--- src/rtl/conv3x3_window_gen_if.sv ---
// Pixel-in / window-out handshake bundle for the 3x3 window generator.
interface conv3x3_window_gen_if #(
    parameter int unsigned PIX_W = 8
);
    logic [PIX_W-1:0]   pix_in;
    logic               in_valid;
    logic               in_ready;
    logic [35:0]        weight_in;
    logic               weight_load;
    logic [9*PIX_W-1:0] image;
    logic [35:0]        weight;
    logic               out_valid;
    logic               out_ready;
    logic               out_last;
    logic               frame_done;

    modport slave (
        input  pix_in, in_valid, weight_in, weight_load, out_ready,
        output in_ready, image, weight, out_valid, out_last, frame_done
    );

    modport master (
        output pix_in, in_valid, weight_in, weight_load, out_ready,
        input  in_ready, image, weight, out_valid, out_last, frame_done
    );
endinterface

--- src/rtl/conv3x3_window_gen.sv ---
// Streaming 3x3 valid-padding window generator: two line buffers, a 3x2 history
// window and a single-entry output register aligned with a latched SD4 kernel.
module conv3x3_window_gen #(
    parameter int unsigned IMG_W = 28,
    parameter int unsigned IMG_H = 28,
    parameter int unsigned PIX_W = 8
) (
    input  logic               clk,
    input  logic               rst,
    conv3x3_window_gen_if.slave bus
);
    localparam int unsigned CW    = $clog2(IMG_W);
    localparam int unsigned RW    = $clog2(IMG_H);
    localparam int unsigned WIN_W = 9 * PIX_W;
    localparam int unsigned KW    = 36;

    logic [CW-1:0]    col;
    logic [RW-1:0]    row;
    logic [PIX_W-1:0] lb_top [IMG_W];
    logic [PIX_W-1:0] lb_mid [IMG_W];
    logic [PIX_W-1:0] win    [3][2];
    logic [WIN_W-1:0] image_q;
    logic [KW-1:0]    weight_q;
    logic             out_valid_q;
    logic             out_last_q;
    logic             frame_done_q;

    logic             in_ready_c;
    logic             accept_c;
    logic             col_last_c;
    logic             row_last_c;
    logic             win_done_c;
    logic [PIX_W-1:0] new_col_c [3];
    logic [WIN_W-1:0] win_img_c;

    assign in_ready_c = !out_valid_q || bus.out_ready;
    assign accept_c   = bus.in_valid && in_ready_c;
    assign col_last_c = (col == CW'(IMG_W - 1));
    assign row_last_c = (row == RW'(IMG_H - 1));
    assign win_done_c = (row >= RW'(2)) && (col >= CW'(2));

    // Column entering the window: rows r-2, r-1 from line buffers, row r live.
    always_comb begin
        new_col_c[0] = lb_top[col];
        new_col_c[1] = lb_mid[col];
        new_col_c[2] = bus.pix_in;
        win_img_c    = '0;
        for (int r = 0; r < 3; r++) begin
            win_img_c[PIX_W*(3*r+0) +: PIX_W] = win[r][0];
            win_img_c[PIX_W*(3*r+1) +: PIX_W] = win[r][1];
            win_img_c[PIX_W*(3*r+2) +: PIX_W] = new_col_c[r];
        end
    end

    // Pixel storage needs no reset: row/col gating masks stale contents.
    always_ff @(posedge clk) begin
        if (accept_c) begin
            lb_top[col] <= new_col_c[1];
            lb_mid[col] <= bus.pix_in;
            for (int r = 0; r < 3; r++) begin
                win[r][0] <= win[r][1];
                win[r][1] <= new_col_c[r];
            end
        end
    end

    always_ff @(posedge clk) begin
        if (rst) begin
            col          <= '0;
            row          <= '0;
            image_q      <= '0;
            weight_q     <= '0;
            out_valid_q  <= 1'b0;
            out_last_q   <= 1'b0;
            frame_done_q <= 1'b0;
        end else begin
            frame_done_q <= accept_c && col_last_c && row_last_c;
            if (bus.weight_load) begin
                weight_q <= bus.weight_in;
            end
            if (accept_c) begin
                if (col_last_c) begin
                    col <= '0;
                    row <= row_last_c ? '0 : row + RW'(1);
                end else begin
                    col <= col + CW'(1);
                end
            end
            // Output skid: load on completing pixel, else drain on consume.
            if (accept_c && win_done_c) begin
                image_q     <= win_img_c;
                out_valid_q <= 1'b1;
                out_last_q  <= col_last_c && row_last_c;
            end else if (bus.out_ready) begin
                out_valid_q <= 1'b0;
                out_last_q  <= 1'b0;
            end
        end
    end

    assign bus.in_ready   = in_ready_c;
    assign bus.image      = image_q;
    assign bus.weight     = weight_q;
    assign bus.out_valid  = out_valid_q;
    assign bus.out_last   = out_last_q;
    assign bus.frame_done = frame_done_q;
endmodule
--- src/flat_wrapper.sv ---
// flat-port wrapper written by rule: the top's interface ports become plain ports
module conv3x3_window_gen_flat 
#(
    parameter int unsigned IMG_W = 28,
    parameter int unsigned IMG_H = 28,
    parameter int unsigned PIX_W = 8
)
  (clk, rst, bus_pix_in, bus_in_valid, bus_weight_in, bus_weight_load, bus_out_ready, bus_in_ready, bus_image, bus_weight, bus_out_valid, bus_out_last, bus_frame_done);
  conv3x3_window_gen_if #(.PIX_W(PIX_W)) bus_i ();
  input  logic clk;
  input  logic rst;
  input wire logic [$bits(bus_i.pix_in)-1:0] bus_pix_in;
  input wire logic [$bits(bus_i.in_valid)-1:0] bus_in_valid;
  input wire logic [$bits(bus_i.weight_in)-1:0] bus_weight_in;
  input wire logic [$bits(bus_i.weight_load)-1:0] bus_weight_load;
  input wire logic [$bits(bus_i.out_ready)-1:0] bus_out_ready;
  output wire logic [$bits(bus_i.in_ready)-1:0] bus_in_ready;
  output wire logic [$bits(bus_i.image)-1:0] bus_image;
  output wire logic [$bits(bus_i.weight)-1:0] bus_weight;
  output wire logic [$bits(bus_i.out_valid)-1:0] bus_out_valid;
  output wire logic [$bits(bus_i.out_last)-1:0] bus_out_last;
  output wire logic [$bits(bus_i.frame_done)-1:0] bus_frame_done;
  assign bus_i.pix_in = bus_pix_in;
  assign bus_i.in_valid = bus_in_valid;
  assign bus_i.weight_in = bus_weight_in;
  assign bus_i.weight_load = bus_weight_load;
  assign bus_i.out_ready = bus_out_ready;
  assign bus_in_ready = bus_i.in_ready;
  assign bus_image = bus_i.image;
  assign bus_weight = bus_i.weight;
  assign bus_out_valid = bus_i.out_valid;
  assign bus_out_last = bus_i.out_last;
  assign bus_frame_done = bus_i.frame_done;
  conv3x3_window_gen #(.IMG_W(IMG_W), .IMG_H(IMG_H), .PIX_W(PIX_W)) u_core (.clk(clk), .rst(rst), .bus(bus_i));
endmodule
--- config.mk ---
export PLATFORM = sky130hd
export DESIGN_NAME = conv3x3_window_gen_flat
export DESIGN_NICKNAME = d
export VERILOG_FILES = /design/src/rtl/conv3x3_window_gen_if.sv /design/src/rtl/conv3x3_window_gen.sv /design/src/flat_wrapper.sv
export SDC_FILE = /design/constraint.sdc
export NUM_CORES = 1
export LEC_CHECK = 0
export ABC_AREA = 1
export CAP_MARGIN = 20
export CORE_ASPECT_RATIO = 1.5
export CORE_MARGIN = 5
export CORE_UTILIZATION = 45
export DETAILED_ROUTE_END_ITERATION = 16
export MAX_ROUTING_LAYER = met4
export PLACE_DENSITY = 0.77
export SLEW_MARGIN = 25
export SYNTH_ARGS = -nofsm -noshare
export SYNTH_HDL_FRONTEND = slang
export SYNTH_SLANG_ARGS = --single-unit
--- constraint.sdc ---
create_clock -name clk -period 2.9 [get_ports clk]
set_clock_uncertainty 0.05 [all_clocks]
set_input_delay 0.58 -clock clk [delete_from_list [all_inputs] [get_ports clk]]
set_output_delay 0.58 -clock clk [all_outputs]
set_load 0.02 [all_outputs]
; Word-level counts from Yosys, hierarchy flattened
; Memories as Yosys holds them, arrays and structs flattened. A register that Yosys moved wholly into a read port is not among the register bits.
; Index checks and enable logic that the tools add are counted.
[word_totals]
inputBits = 49
out_inout_bits = 112
word_cells = 37
ramBits = 496
regBits = 121
memories = 3
[op_classes]
muxes = 11
n_lt_le_gt_ge = 2
reduce_logical = 10
n_eq_ne = 2
n_addsub = 2
[memory_table]
columns = memory, words, word_bits, rd, rd_ports_with_merged_regs, write_ports, line_no
row1 = u_core.lb_mid, 28, 8, 1, 1, 1, conv3x3_window_gen.sv:20  ; logic [PIX_W-1:0] lb_mid [IMG_W];
row2 = u_core.lb_top, 28, 8, 1, 1, 1, conv3x3_window_gen.sv:19  ; logic [PIX_W-1:0] lb_top [IMG_W];
row3 = u_core.win, 3, 16, 3, 0, 3, conv3x3_window_gen.sv:21  ; logic [PIX_W-1:0] win [3][2];
[op_table]
columns = cell, n
row1 = 2-to-1 mux 5 bit, 6
row2 = adder 5 x 1 -> 5 bit (second input constant), 2
row3 = equality test 5 bit (second input constant), 2
row4 = >= comparator 5 x 2 -> 1 bit (second input constant), 2
row5 = logical AND 1 bit, 6
row6 = 2-to-1 mux 1 bit, 5
row7 = AND reduction 2 bit, 1
row8 = nonzero test 2 bit, 1
row9 = logical NOT 1 bit, 1
row10 = logical OR 1 bit, 1

; Depth between registers and ports, before layout
[depth]
word_depth = 5
ltp_mapped = 13
mapped_depth_nobuf = 11

; Worst setup path before layout
; No wires, ideal clock.
[synth_timing]
path_type = input -> register
start = input bus_out_ready
end = memory u_core.lb_mid[0][0], enable pin
n_path_buf = 0
stages = 6
arrival_ns = 2.559
setup_ns = 0.389
required_ns = 2.461
path_slack_ns = -0.098
path_cell_list = inv_2 -> nand2_2 -> nand2_2 -> inv_2 -> nand2_1 -> nor2_1
[synth_between]
elab_chain_cells = 4
[synth_lines]
columns = item, line_no
row1 = "start, declared", flat_wrapper.sv:16  ; input wire logic [$bits(bus_i.out_ready)-1:0] bus_out_ready;
row2 = logical OR 1 bit, conv3x3_window_gen.sv:36  ; assign in_ready_c = !out_valid_q || bus.out_ready;
row3 = via bus_in_ready, flat_wrapper.sv:17  ; output wire logic [$bits(bus_i.in_ready)-1:0] bus_in_ready;
row4 = logical AND 1 bit, conv3x3_window_gen.sv:37  ; assign accept_c = bus.in_valid && in_ready_c;
row5 = via u_core.accept_c, conv3x3_window_gen.sv:29  ; logic accept_c;
row6 = 2-to-1 mux 1 bit, conv3x3_window_gen.sv:57  ; if (accept_c) begin
row7 = 2-to-1 mux 1 bit (not written as such), conv3x3_window_gen.sv:59  ; lb_mid[col] <= bus.pix_in;
row8 = "end, declared", conv3x3_window_gen.sv:20
; The timed path passes the listed nets, and every way through them passes these cells.

==> impl_metrics.tcl <==
set metrics [dict create \
    yosys_warnings 0 \
    syn2layout_area_growth_pct 17.5 \
    synthXorXnorAreaFrac 0.000351 \
    post_dp_cell_area_um2 27600 \
    arrival_ns 2.68 \
    critPathMaxFanout 29 \
    cts_max_level 2 \
    hold_viol 0 \
    critPathTopFamily "buffers and inverters" \
    nets 2600 \
    synth_top_family_by_area "simple AND/OR/NAND/NOR gates" \
    grt_pass1_vias 16700 \
    avgSynthCellArea_um2 10.5 \
    grt_max_degree 117 \
    dp.cells 3187 \
    track_usage 0.196 \
    antennaDiodeCount 0 \
    globalplace.congestion 0.908 \
    min_period_ns 2.44 \
    netlist_instances 2373 \
    ctsHoldBuffers 0 \
    grt_antenna_before_repair 0 \
    yosysSeqAreaShare 0.697 \
    io_pins 161 \
    clk_path_buf_depth 3 \
    post_cts_buffers 0 \
    critPathKind "flip-flop to flip-flop" \
    cts_num_sinks 622 \
    numCtsBuffers 51 \
    crit_path_end_kind "flip-flop" \
    slowest_stage "clkinv_2" \
    max_stage_delay_ns 0.37 \
    row_count 105 \
    maxCapViolCount 0 \
    clock-root-buffer "clkbuf_16" \
    rrSetupSlack_ns 0.46 \
    synthMuxAreaShare 0 \
    fin_crit_sh 0.842 \
    io_buffers 160 \
    vias 17100 \
    start_util 0.455 \
    drt-initial-drc-count 1477 \
    cts_tree "done" \
    clk_pin_slew_worst_paths_ns 0.07 \
    place_ws_ns 0.297 \
    worstMarginPinSlew_ns 0.682 \
    mostFrequentLayoutCells "nand2_1, edfxtp_1, nand3_1" \
    ant_nets 0 \
    status "complete, no violations" \
    final_area_um2 29300 \
    finalSetupViolations 0 \
    fin_ws_ns 0.459 \
    required_ns 3.13 \
    leakagePower_nw 11.5 \
    grt_pass1_wl_um 91900 \
    instances_no_fill 3283 \
    synth_compound_area_frac 0.0371 \
    yosys.area_share.simple 0.196 \
    hp-class "flip-flop to flip-flop" \
    die_h_um 299 \
    fmax_mhz 410 \
    rsz0062_at_grt "no" \
    drc 0 \
    die_x_um 202 \
    seqCellArea_um2 17400 \
    synth-seq-cells 622 \
    synth_cell_types 30 \
    synth_fa_ha_area_frac 0.00301 \
    ir_drop_v 0.000432 \
    nFillCells 4474 \
    power.total_w 0.0186 \
    wl_um 59100 \
    slew_headroom 0.545 \
    drive_above_1_share 0.0719 \
    hpwl_um 38500 \
    firstDrtPassIters 5 \
    coreArea_um2 54900 \
    multiInputGateArea_um2 5930 \
    viasPerCell 5.20 \
    power_density_nw_per_um2 633 \
    crit_path_start_kind "flip-flop" \
    die_area_um2 60400 \
    synth_area_um2 25000 \
    crit_chain "clkinv_2 > buf_4 > buf_4 > nand3_1 > nand3_1 > nand2_1 > nand2_1 > nand3_1 > nand2_1 > buf_4" \
    cts_resized 0 \
    final_common_cell "nand2_1" \
    synth_fp_nets 2428 \
    crit_buf_inv 4 \
    routedWlPerCell_um 18.0 \
    worstSkewPairLatency_ns 0.58 \
    grt-ovfl-total 0 \
    final_max_slew_viol_count 0 \
]
## where the power goes
group	leakage, nW	switching, W	internal [W]	total (W)
Combinational	5.14	0.00106	0.000460	0.00152
Clock	0.846	0.00304	0.00406	0.00710
Sequential	5.54	0.0000574	0.00989	0.00995
## synthesized netlist by cell type (all sizes together)
library cell  count  share of area
nand4             2        0.00050
nor3b             3         0.0011
nand2           728           0.11
o211ai           16         0.0048
ha                6         0.0030
a21oi            76          0.015
o21a             10         0.0030
inv             255          0.039
edfxtp          496           0.60
dfxtp           126           0.10
or2               6         0.0015
nor2            145          0.022
clkinv            2        0.00030
nand3           298          0.060
o21ai            70          0.014
xor2              1        0.00035
nor3              6         0.0012
buf              88          0.021
clkbuf           39         0.0059
## path summary, 6_finish.rpt
check / endpoint / from / cells past startpoint
setup / recovery: u_core.lb_top[3][1] / flip-flop / 10
setup reg to reg: u_core.lb_top[3][1] / flip-flop / 10
hold / removal: u_core.win[0][15] / u_core.win[0][7] / 0
hold reg to reg: u_core.win[0][15] / u_core.win[0][7] / 0
## registers in the layout (all words and copies together) (netlist names), 5 cells and up, named ones only
name               cells
u_core.lb_mid        224
u_core.lb_top        224
u_core.bus.image      72
u_core.win            48
u_core.bus.weight     36
u_core.col             5
u_core.row             5
## layout make-up
type | count | share of cell area
Clock inverter | 23 | 0.00959
Timing Repair Buffer | 246 | 0.0820
Sequential cell | 622 | 0.594
Inverter | 257 | 0.0331
Tap cell | 695 | 0.0296
Multi-Input combinational cell | 1367 | 0.202
Clock buffer | 73 | 0.0499
## per-layer routing
layer	part of all wire	wire length, um	GRT usage	vias up
met5	0	0	-	-
met4	0.055	3240	0.102	0
met1	0.37	21900	0.227	8089
met2	0.51	29900	0.333	680
met3	0.067	3960	0.0274	153
li1	-	-	-	8158
## worst reg2reg max path: cells and delay by family (launching register included)
family | cells | cell delay (ns)
DFF | 1 | 0.36
and+or+nand+nor | 6 | 0.58
buffers and inverters | 4 | 1.14
## kinds of logic (layout without fill, tap and decap cells)
family,after synthesis,count (layout)
and+or+nand+nor,1188,1188
adders and majority gates,6,6
DFF,622,622
xor gates and xnor gates,1,1
buffers and inverters,384,599
AOI/OAI and AO/OA,172,172
## stage by stage
| stage | setup TNS (ns) | util | hold slack [ns] |
|---|---|---|---|
| after floorplan | -32.90 | - | 0.377 |
| after global placement | 0 | 0.503 | 0.381 |
| after detailed placement | 0 | 0.503 | 0.382 |
| after CTS | 0 | 0.534 | 0.398 |
| after global routing | 0 | 0.534 | 0.402 |
| final | 0 | 0.534 | 0.395 |
Note: power is estimated with default switching activity, not from simulation.
